### src/rtl/gate_sequencer.sv
// Frequency-counter gate sequencer: programmable timebase, exact-length gate windows,
// synchronized event edge counting and valid/ready result hand-off.
module gate_sequencer #(
    parameter int unsigned DIV_BITS  = 16,
    parameter int unsigned GATE_BITS = 16,
    parameter int unsigned CNT_BITS  = 32
) (
    input  logic                 clk,
    input  logic                 rst_n,
    input  logic [DIV_BITS-1:0]  cfg_div,
    input  logic [GATE_BITS-1:0] cfg_gate,
    input  logic                 cfg_cont,
    input  logic                 start,
    input  logic                 stop,
    input  logic                 evt_in,
    output logic                 busy,
    output logic                 tick,
    output logic                 gate,
    output logic [CNT_BITS-1:0]  result,
    output logic                 result_sat,
    output logic                 result_valid,
    input  logic                 result_ready,
    output logic                 overrun
);

    typedef enum logic [1:0] {
        S_IDLE = 2'd0,
        S_ARM  = 2'd1,
        S_GATE = 2'd2
    } state_e;

    localparam logic [CNT_BITS-1:0] CNT_MAX = '1;

    state_e               state_q, state_d;
    logic [DIV_BITS-1:0]  div_q, div_d;
    logic [GATE_BITS-1:0] gate_len_q, gate_len_d;
    logic                 cont_q, cont_d;
    logic [DIV_BITS-1:0]  presc_q, presc_d;
    logic [GATE_BITS-1:0] tick_cnt_q, tick_cnt_d;
    logic [CNT_BITS-1:0]  evt_cnt_q, evt_cnt_d;
    logic                 sat_q, sat_d;
    logic                 sync1_q, sync1_d, sync2_q, sync2_d, sync3_q, sync3_d;
    logic                 tick_q, tick_d;
    logic                 gate_q, gate_d;
    logic                 busy_q, busy_d;
    logic [CNT_BITS-1:0]  result_q, result_d;
    logic                 result_sat_q, result_sat_d;
    logic                 result_valid_q, result_valid_d;
    logic                 overrun_q, overrun_d;

    logic                 edge_c;
    logic                 closing_c;
    logic                 at_max_c;
    logic [DIV_BITS-1:0]  presc_wrap_c;
    logic [CNT_BITS-1:0]  cnt_next_c;
    logic                 sat_next_c;

    // Next-state, counters and registered outputs
    always_comb begin
        state_d        = state_q;
        div_d          = div_q;
        gate_len_d     = gate_len_q;
        cont_d         = cont_q;
        presc_d        = presc_q;
        tick_cnt_d     = tick_cnt_q;
        evt_cnt_d      = evt_cnt_q;
        sat_d          = sat_q;
        result_d       = result_q;
        result_sat_d   = result_sat_q;
        result_valid_d = result_valid_q;
        overrun_d      = overrun_q;

        sync1_d = evt_in;
        sync2_d = sync1_q;
        sync3_d = sync2_q;

        edge_c       = sync2_q & ~sync3_q;
        presc_wrap_c = (presc_q == div_q - DIV_BITS'(1)) ? '0 : presc_q + DIV_BITS'(1);
        closing_c    = (state_q == S_GATE) && tick_q && (tick_cnt_q == gate_len_q - GATE_BITS'(1));
        at_max_c     = (evt_cnt_q == CNT_MAX);
        cnt_next_c   = (edge_c && !at_max_c) ? evt_cnt_q + CNT_BITS'(1) : evt_cnt_q;
        sat_next_c   = sat_q | (edge_c & at_max_c);

        if (result_ready) begin
            result_valid_d = 1'b0;
        end

        case (state_q)
            S_IDLE: begin
                presc_d = '0;
                if (start && !stop) begin
                    state_d    = S_ARM;
                    div_d      = (cfg_div == '0) ? DIV_BITS'(1) : cfg_div;
                    gate_len_d = (cfg_gate == '0) ? GATE_BITS'(1) : cfg_gate;
                    cont_d     = cfg_cont;
                    overrun_d  = 1'b0;
                end
            end
            S_ARM: begin
                presc_d    = presc_wrap_c;
                tick_cnt_d = '0;
                evt_cnt_d  = '0;
                sat_d      = 1'b0;
                if (stop) begin
                    state_d = S_IDLE;
                    presc_d = '0;
                end else if (tick_q) begin
                    state_d = S_GATE;
                end
            end
            S_GATE: begin
                presc_d   = presc_wrap_c;
                evt_cnt_d = cnt_next_c;
                sat_d     = sat_next_c;
                if (tick_q) begin
                    tick_cnt_d = tick_cnt_q + GATE_BITS'(1);
                end
                if (stop) begin
                    state_d = S_IDLE;
                    presc_d = '0;
                end else if (closing_c) begin
                    // A result still waiting for the consumer is kept; the new one is dropped
                    if (!result_valid_q || result_ready) begin
                        result_d       = cnt_next_c;
                        result_sat_d   = sat_next_c;
                        result_valid_d = 1'b1;
                    end else begin
                        overrun_d = 1'b1;
                    end
                    tick_cnt_d = '0;
                    evt_cnt_d  = '0;
                    sat_d      = 1'b0;
                    if (!cont_q) begin
                        state_d = S_IDLE;
                        presc_d = '0;
                    end
                end
            end
            default: begin
                state_d = S_IDLE;
                presc_d = '0;
            end
        endcase

        busy_d = (state_d != S_IDLE);
        gate_d = (state_d == S_GATE);
        tick_d = busy_d && (presc_d == div_d - DIV_BITS'(1));
    end

    always_ff @(posedge clk or negedge rst_n) begin
        if (!rst_n) begin
            state_q        <= S_IDLE;
            div_q          <= '0;
            gate_len_q     <= '0;
            cont_q         <= 1'b0;
            presc_q        <= '0;
            tick_cnt_q     <= '0;
            evt_cnt_q      <= '0;
            sat_q          <= 1'b0;
            sync1_q        <= 1'b0;
            sync2_q        <= 1'b0;
            sync3_q        <= 1'b0;
            tick_q         <= 1'b0;
            gate_q         <= 1'b0;
            busy_q         <= 1'b0;
            result_q       <= '0;
            result_sat_q   <= 1'b0;
            result_valid_q <= 1'b0;
            overrun_q      <= 1'b0;
        end else begin
            state_q        <= state_d;
            div_q          <= div_d;
            gate_len_q     <= gate_len_d;
            cont_q         <= cont_d;
            presc_q        <= presc_d;
            tick_cnt_q     <= tick_cnt_d;
            evt_cnt_q      <= evt_cnt_d;
            sat_q          <= sat_d;
            sync1_q        <= sync1_d;
            sync2_q        <= sync2_d;
            sync3_q        <= sync3_d;
            tick_q         <= tick_d;
            gate_q         <= gate_d;
            busy_q         <= busy_d;
            result_q       <= result_d;
            result_sat_q   <= result_sat_d;
            result_valid_q <= result_valid_d;
            overrun_q      <= overrun_d;
        end
    end

    assign busy         = busy_q;
    assign tick         = tick_q;
    assign gate         = gate_q;
    assign result       = result_q;
    assign result_sat   = result_sat_q;
    assign result_valid = result_valid_q;
    assign overrun      = overrun_q;

endmodule

### config.mk
export PLATFORM = sky130hd
export DESIGN_NAME = gate_sequencer
export DESIGN_NICKNAME = d
export VERILOG_FILES = /design/src/rtl/gate_sequencer.sv
export SDC_FILE = /design/constraint.sdc
export NUM_CORES = 1
export LEC_CHECK = 0
export BUFFER_PORTS_ARGS = -buffer_cell sky130_fd_sc_hd__buf_2
export CAP_MARGIN = 20
export CORE_AREA = 2 2 128 130
export CTS_BUF_LIST = sky130_fd_sc_hd__clkbuf_8
export CTS_CLUSTER_SIZE = 14
export DETAILED_ROUTE_END_ITERATION = 7
export DIE_AREA = 0 0 130 132
export PLACE_DENSITY = 0.85
export RECOVER_POWER = 50
export SYNTH_ARGS = -nofsm -noshare
export SYNTH_HDL_FRONTEND = slang
export SYNTH_SLANG_ARGS = --single-unit
### constraint.sdc
create_clock -name clk -period 3.93 [get_ports clk]
set_input_delay 0.393 -clock clk [delete_from_list [all_inputs] [get_ports clk]]
set_output_delay 0.393 -clock clk [all_outputs]
set_load 0.005 [all_outputs]
# Yosys cells after proc, flatten, opt, wreduce, memory -nomap -nowiden
# Index checks and enable logic that the tools add are counted.
[totals]
output_inout_bits = 38
inputBits = 39
word_cells = 96
regBits = 141
[classes]
n_eq_ne = 11
muxes = 38
addsub = 6
bitwise = 5
reduce_logical = 18
[op_table]
columns = ["operator", "n"]
rows = [
  ["2-to-1 mux 16 bit", 12],
  ["2-to-1 mux 32 bit", 3],
  ["case mux 16 bit (2 select lines)", 2],
  ["case mux 32 bit (2 select lines)", 1],
  ["== test 16 bit", 3],
  ["subtractor 16 x 1 -> 16 bit (second input constant)", 3],
  ["adder 16 x 1 -> 16 bit (second input constant)", 2],
  ["adder 32 x 1 -> 32 bit (second input constant)", 1],
  ["== test 32 bit (second input constant)", 1],
  ["logical NOT 16 bit", 2],
  ["2-to-1 mux 2 bit", 6],
  ["2-to-1 mux 1 bit", 11],
  ["inequality test 2 bit (second input constant)", 4],
  ["case mux 2 bit (3 select lines)", 1],
  ["nonzero test 2 bit", 3],
  ["logical AND 1 bit", 5],
  ["AND reduction 5 bit", 1],
  ["== test 2 bit (second input constant)", 2],
  ["case mux 1 bit (2 select lines)", 2],
  ["AND reduction 4 bit", 1],
  ["logical NOT 1 bit", 3],
  ["bitwise AND 1 bit", 2],
  ["== test 2 x 1 -> 1 bit (second input constant)", 1],
  ["logical NOT 2 bit", 1],
  ["other kinds (4)", 5],
]

# Logic depth before layout (Yosys ltp)
# Gate-level depths: netlist of run 1.
[logic_depth]
ltp_word = 9
depth_mapped = 18
mapped_depth_nobuf = 15

# Worst setup path after synthesis of run 1
# OpenSTA, ideal clock, no wires.
[synth_timing]
path_type = "flip-flop to flip-flop"
startpoint = "reg state_q[0]"
endpoint = "reg tick_q (netlist: tick)"
path_slack_ns = -0.005
t_required_ns = 3.834
path_buffers = 3
stages_incl_launch_ff = 19
arrival_time_ns = 3.840
cell_sequence = "dfrtp_1 -> inv_1 -> ha_1 -> nand3b_1 -> buf_2 -> buf_1 -> clkbuf_1 -> nor2_1 -> o21ai_0 -> o21ai_0 -> ha_1 -> o21ai_0 -> xnor2_1 -> a222oi_1 -> o221ai_1 -> a21oi_1 -> a21oi_1 -> or4_1 -> nor4_2"
[synth_via]
elab_chain_len = 8
word_cells_on_any_way = 20
classes_between = "add/sub (1); eq/ne (3); mux (11); reduce/logical (5)"
[synth_lines]
columns = ["element", "line", "source"]
rows = [
  ["start: declaration", "34", "state_e state_q, state_d;"],
  ["start signal: assignment", "171", "state_q <= state_d;"],
  ["branches (longest 7 deep; another with subtractor 16 x 1 -> 16 bit)", "n/a", ""],
  ["logical AND 1 bit (*)", "147", "tick_d = busy_d && (presc_d == div_d - DIV_BITS'(1));"],
  ["net tick_d", "43", "logic tick_q, tick_d;"],
  ["end signal: assignment", "182", "tick_q <= tick_d;"],
  ["end: declaration", "43", ""],
]
# Mark *: on every way through the listed nets, which the timed path passes.
# A chain may end at the register's enable or synchronous reset.

# Worst setup path in the final report of run 1
# Same ends and word-level chain as after synthesis.

==> results.txt, run 1 <==
H-Tree Depth: 4
CP Data Arrival Time: 4.02 ns
RR Startpoint: state_q[0]$_DFF_PN0_
R2R cell count: 12
vias in the first global route: 7169
Startpoint Class: flop
global-route wire length before repair: 34300 um
fill count: 1361
synth unique cells: 78
clk_lat worst skew: 0.47 ns
commonest cells in the netlist: 149 x nand2_1, 141 x dfrtp_1, 89 x nor2_1, 73 x o21ai_0, 64 x xnor2_1
Post-Synthesis Cells: 981
final count of hold timing violations: 0
critical path endpoint category: flop
final worst-path cycle share: 0.929
Seq cells post-synth: 141
Power, Total: 4.86 mW
MaxCap Viol Count: 1
peak supply drop: 0.330 mV
Routed Antenna Nets: 0
initial antenna violation count: 0
share of Yosys cell area claimed by the top area cell type: 0.416
Max FO, Critical Path: 25
Finished Cell Area: 9540 sq um
Least-Margin Pin Slew: 2.58 ns
skew final: 0.0137 ns
CP startpoint: state_q[0]$_DFF_PN0_
final wirelength: 20800 um
GP Congestion: 0.988
Mapped Nets: 1030
Num Clock Sinks: 141
Layout Cells excl Fill: 1285
I/O Buffers: 76
crit path to: tick$_DFF_PN0_
Req. time, crit path: 4.30 ns
placed wire-length estimate: 15200 um
first-pass iteration count of the detailed router: 5
GRT Resource Usage Total: 0.248
cell area power density: 509 nW/um^2
number of enable flip-flop cells after synthesis: 0
Max-slew headroom: -0.721
area grow syn2layout: 12.5%
Area after DPL: 9160 sq um
CTS tree: built
WL/cell: 16.2 um
final number of setup-violating endpoints: 0
CTS max path bufs: 2
fin. max-slew vios: 105
Synth area leaders: dfrtp_1 42%, xnor2_1 6.6%, nand2_1 6.6%
DR DRC count: 0
Die Area: 17200 sq um
antenna fix cells: 0
I/O pins: 77
top-count cell post-synth: nand2_1
largest net degree at the start of global routing: 105
FP Rows: 46
register area share after synthesis: 0.416
worst min path class: in2reg
Vias: 7554
number of CTS-inserted buffers: 17
Synth area leader: dfrtp_1
Setup CP Type: reg2reg
RSZ-0062 raised after global routing: no
die height: 132 um
Ys Warns: 0
syn avg cell area: 8.64 sq um
layout cells sized above 1: 0.141
status: finished, violations left
FF-to-FF setup slack: 0.28 ns
R2R Path End: tick$_DFF_PN0_
failing checks: capacitance limit, slew limit
Final #Nets: 1105
number of DRC markers in iteration 0: 612
Final min period: 3.65 ns
leakage dissipation: 4.20 nW
Post-synth ARST share: 1.00
dominant synthesized flop cell: dfrtp_1
synthesized area: 8480 sq um
drt via density: 5.88
fmax: 274 MHz
Die X: 130 um
CTS root buffer: clkbuf_8
Core Area: 15700 sq um
GRT overflow: 0
Worst-path clk slew: 0.09 ns
Cells after DPL: 1252
starting density of the core: 0.540
==> timing repair <==
item                                    in CTS  in global routing
resized for setup                            0                  1
endpoints found under the setup margin       0                  1
hold buffers                                 0                  1
hold endpoints to repair                     0                  1
setup buffers                                0                  0
==> how the worst min path moves through the flow <==
| stage | depth (start not counted) | endpoint | slack [ns] | from |
|---|---|---|---|---|
| finish | 3 | gate_len_q[2]$_DFFE_PN0P_ | 0.13 | cfg_gate[2] |
| global route | 3 | gate_len_q[4]$_DFFE_PN0P_ | 0.12 | cfg_gate[4] |
| CTS | 1 | sync1_q$_DFF_PN0_ | 0.004 | evt_in |
| detailed placement | 0 | sync2_q$_DFF_PN0_ | 0.35 | sync1_q$_DFF_PN0_ |
| global placement | 0 | sync2_q$_DFF_PN0_ | 0.34 | sync1_q$_DFF_PN0_ |
| floorplan | 0 | busy$_DFF_PN0_ | 0.1 | rst_n |
==> where the power goes <==
group / leakage (nW) / switching, mW / internal, mW
logic: 2.12 / 1.07 / 0.719
registers: 1.90 / 0.275 / 1.63
clock network: 0.187 / 0.646 / 0.521
total: 4.20 / 1.99 / 2.87
==> stage by stage <==
| stage | hold WS [ns] | setup TNS [ns] | utilization | setup slack, ns |
|---|---|---|---|---|
| 2_1_floorplan | 0.0974 | 0 | - | 0.0723 |
| 3_3_place_gp | 0.341 | 0 | 0.583 | 0.0800 |
| 3_5_place_dp | 0.350 | -0.00852 | 0.583 | -0.00852 |
| 4_1_cts | 0.00450 | 0 | 0.608 | 0.248 |
| 5_1_grt | 0.118 | 0 | 0.607 | 0.00514 |
| 6_report | 0.127 | 0 | 0.607 | 0.278 |
==> flip-flops by register name (all words and copies together) (netlist names) <==
register	flops
result_sat	1
sat_q	1
result_valid	1
overrun	1
result	32
gate	1
sync3_q	1
gate_len_q	16
tick	1
sync2_q	1
div_q	16
state_q	2
sync1_q	1
busy	1
cont_q	1
presc_q	16
tick_cnt_q	16
evt_cnt_q	32
==> layer usage <==
metal,part of all wire,global-route usage,wire length (um)
met5,0,0,0
met4,0.030,0.0950,630
met3,0.049,0.0540,1030
met2,0.49,0.408,10200
met1,0.43,0.320,8930
==> layout make-up <==
type | count | area [sq um] | area share
Tap cell | 216 | 270 | 0.0283
Timing Repair Buffer | 101 | 594 | 0.0623
Inverter | 38 | 143 | 0.0149
Clock inverter | 15 | 156 | 0.0164
Sequential cell | 141 | 3530 | 0.370
Multi-Input combinational cell | 757 | 4620 | 0.484
Clock buffer | 17 | 234 | 0.0245
==> kinds of logic (layout without fill, tap and decap cells) <==
kind of cell | Yosys count | count (layout) | synth area share
AND/OR/NAND/NOR | 421 | 421 | 0.248
AO/OA/AOI/OAI | 212 | 212 | 0.161
flip-flops | 141 | 141 | 0.416
XOR/XNOR | 99 | 99 | 0.102
buffers and inverters | 83 | 171 | 0.0400
multiplexers | 14 | 14 | 0.0167
adder cells (fa/ha/maj) | 11 | 11 | 0.0159
==> critical path, stage by stage (launching register included) <==
cell	delay, ns
dfrtp_1	0.46
inv_1	0.11
ha_1	0.29
and3b_2	0.32
buf_4	0.25
nor3_1	0.25
a31oi_2	0.12
nor3_1	0.38
xnor2_1	0.21
o221ai_1	0.18
a311o_1	0.34
or4_1	0.42
nor4_2	0.22
==> cells in the final DEF (no fill, tap or decap), types with 4 or more instances in the layout <==
master	instances
o21ai_0	73
or4_1	9
o21ai_1	4
nand4_1	15
inv_1	37
nand2b_1	12
xor2_1	35
nor3_1	27
o41ai_1	4
a21oi_1	53
and3_1	22
nand2_1	149
o211ai_1	4
dfrtp_1	141
clkinvlp_4	4
clkbuf_8	17
nor4_1	18
mux2i_1	13
clkbuf_1	7
buf_2	70
nor2_1	89
nand3_1	24
a22o_1	5
xnor2_1	64
nand3b_1	5
and2_1	7
a211oi_1	4
buf_4	19
a31oi_1	10
inv_6	5
o31ai_1	15
and4_1	6
nor2b_1	10
ha_1	10
Power figures use the tool's default switching activity.
==> run 2: changes to the inputs <==
--- a/config.mk
+++ b/config.mk
@@ -7,13 +7,14 @@
 export LEC_CHECK = 0
 export BUFFER_PORTS_ARGS = -buffer_cell sky130_fd_sc_hd__buf_2
 export CAP_MARGIN = 20
-export CORE_AREA = 2 2 128 130
+export CORE_AREA = 2 2 141 143
 export CTS_BUF_LIST = sky130_fd_sc_hd__clkbuf_8
 export CTS_CLUSTER_SIZE = 14
 export DETAILED_ROUTE_END_ITERATION = 7
-export DIE_AREA = 0 0 130 132
-export PLACE_DENSITY = 0.85
+export DIE_AREA = 0 0 143 145
+export PLACE_DENSITY = 0.74
 export RECOVER_POWER = 50
+export REMOVE_ABC_BUFFERS = 1
 export SYNTH_ARGS = -nofsm -noshare
 export SYNTH_HDL_FRONTEND = slang
 export SYNTH_SLANG_ARGS = --single-unit
==> run 2 against run 1 <==
  * Routed wire length shrank 0.85%
  * The flow still finishes with violations (capacitance limit, slew limit)
  * Clock power is essentially flat
  * Final cell count grew 3.8%
  * Non-clock buffer count stayed put
  * Combinational power is essentially flat
  * Power is 0.57% lower
==> results.txt, run 2 (synthesis results as in run 1) <==
fill count: 1800
area grow syn2layout: 13.1%
Worst Hold Endpoint: sync1_q$_DFF_PN0_
I/O pins: 77
Req. time, crit path: 4.27 ns
MaxCap Viol Count: 2
first-pass iteration count of the detailed router: 6
global-route wire length before repair: 34300 um
WL/cell: 15.5 um
critical path endpoint category: flop
worst min path class: in2reg
final number of setup-violating endpoints: 0
Multi-input gate area: 4620 sq um
final wirelength: 20600 um
RR Startpoint: gate_len_q[0]$_DFFE_PN0P_
vias in the first global route: 6975
failing checks: capacitance limit, slew limit
# Post-CTS Setup Buffers: 0
Final min period: 3.64 ns
number of CTS-inserted buffers: 17
commonest cells after routing, fill and taps aside: 149 x nand2_1, 141 x dfrtp_1, 89 x nor2_1, 73 x o21ai_0, 66 x buf_2
FP Rows: 51
largest net degree at the start of global routing: 92
wire length on met3: 783 um
GRT Resource Usage Total: 0.204
GP Congestion: 0.915
Setup CP Type: reg2reg
R2R Path End: evt_cnt_q[1]$_DFFE_PN0P_
final worst-path cycle share: 0.926
Worst-path clk slew: 0.08 ns
leakage dissipation: 4.19 nW
CP Data Arrival Time: 3.98 ns
most common cell after layout, fill and taps aside: nand2_1
initial antenna violation count: 0
status: finished, violations left
Num Clock Sinks: 141
hold path startpoint: evt_in
final worst slack: 0.290 ns
H-Tree Depth: 4
DR DRC count: 0
Max FO, Critical Path: 13
Vias: 7310
cell area power density: 504 nW/um^2
Die X: 143 um
# resized after CTS: 0
Final #Nets: 1105
dpl ws: -0.00522 ns
# hold bufs at CTS: 0
CTS max path bufs: 2
Cells after DPL: 1302
fin. max-slew vios: 120
Core Area: 19200 sq um
Die Area: 20700 sq um
antenna fix cells: 0
number of DRC markers in iteration 0: 639
Max-slew headroom: -0.519
RSZ-0062 raised after global routing: no
CTS root buffer: clkbuf_8
placed wire-length estimate: 15300 um
CTS tree: built
met2 wire length: 10100 um
final count of hold timing violations: 0
starting density of the core: 0.441
Post-Route Utilization: 0.499
skew final: 0.0115 ns
I/O Buffers: 76
layout cells sized above 1: 0.138
Least-Margin Pin Slew: 2.28 ns
fmax: 275 MHz
Max Used Layer: met4
FF-to-FF setup slack: 0.29 ns
R2R cell count: 12
drt via density: 5.48
Min-Delay Path Depth: 1
clk_lat worst skew: 0.46 ns
Layout Cells excl Fill: 1334
GRT overflow: 0
die height: 145 um
Routed Antenna Nets: 0
sum of routed wire segments on met1: 9340 um
Reg area: 3530 sq um
Startpoint Class: flop
peak supply drop: 0.343 mV
[run 2: changes by cell type in the layout (fill, tap and decap cells not counted), moves of 2 or more]
cell        change
inv_6           -3
clkbuf_1        +3
clkinvlp_4      -2
clkbuf_8        +2
buf_2           -4
clkinv_2        +3
[run 2: layer usage]
layer | up-vias | track usage
li1 | 3627 | -
met1 | 3480 | 0.269
met2 | 172 | 0.344
met3 | 31 | 0.0356
met4 | 0 | 0.0589
met5 | - | 0
[run 2: cell type report]
type	count	share of cell area
clock buffer	19	0.0273
clock inverter	13	0.0120
inverter	38	0.0149
multi-input combinational	757	0.482
sequential	141	0.368
tap	265	0.0346
timing repair buffer	101	0.0612
[run 2: through the flow]
| step | cell area, sq um | hold WS, ns | total power, mW | TNS [ns] |
|---|---|---|---|---|
| after CTS | 9610 | 0.0151 | 4.82 | 0 |
| after floorplan | 8280 | 0.0974 | 3.10 | -1.12 |
| after detailed placement | 9230 | 0.353 | 3.69 | -0.00522 |
| after global routing | 9590 | 0.0170 | 5.14 | 0 |
| after global placement | 9230 | 0.333 | 3.66 | 0 |
| final | 9590 | 0.0413 | 4.83 | 0 |
[run 2: worst max-delay path by stage]
stage | slack, ns | end | cells past startpoint | startpoint
5_1_grt | 0.11 | tick_cnt_q[1]$_DFFE_PN0P_ | 12 | gate_len_q[0]$_DFFE_PN0P_
3_3_place_gp | 0.06 | tick$_DFF_PN0_ | 14 | cfg_div[7]
3_5_place_dp | -0.005 | tick$_DFF_PN0_ | 14 | cfg_div[7]
2_1_floorplan | -0.18 | evt_cnt_q[1]$_DFFE_PN0P_ | 11 | gate_len_q[0]$_DFFE_PN0P_
6_report | 0.29 | evt_cnt_q[1]$_DFFE_PN0P_ | 12 | gate_len_q[0]$_DFFE_PN0P_
4_1_cts | 0.27 | evt_cnt_q[0]$_DFFE_PN0P_ | 13 | gate_len_q[0]$_DFFE_PN0P_
[run 2: report_power, final]
group | total [mW] | leakage, nW | internal [mW] | switching [mW]
Combinational | 1.77 | 2.10 | 0.699 | 1.07
Sequential | 1.93 | 1.90 | 1.63 | 0.300
Clock | 1.14 | 0.195 | 0.536 | 0.601
Total | 4.83 | 4.19 | 2.86 | 1.97
[run 2: worst max-delay path: stages, from the launching register on]
cell and delay, ns:
dfrtp_1 0.45, inv_1 0.10, ha_1 0.29, or4b_1 0.49, o41a_1 0.34, nor4_1 0.26, o21ai_0 0.15, and4bb_4 0.40
and2b_1 0.18, or3_2 0.29, buf_4 0.23, o21ai_0 0.12, a32o_1 0.23
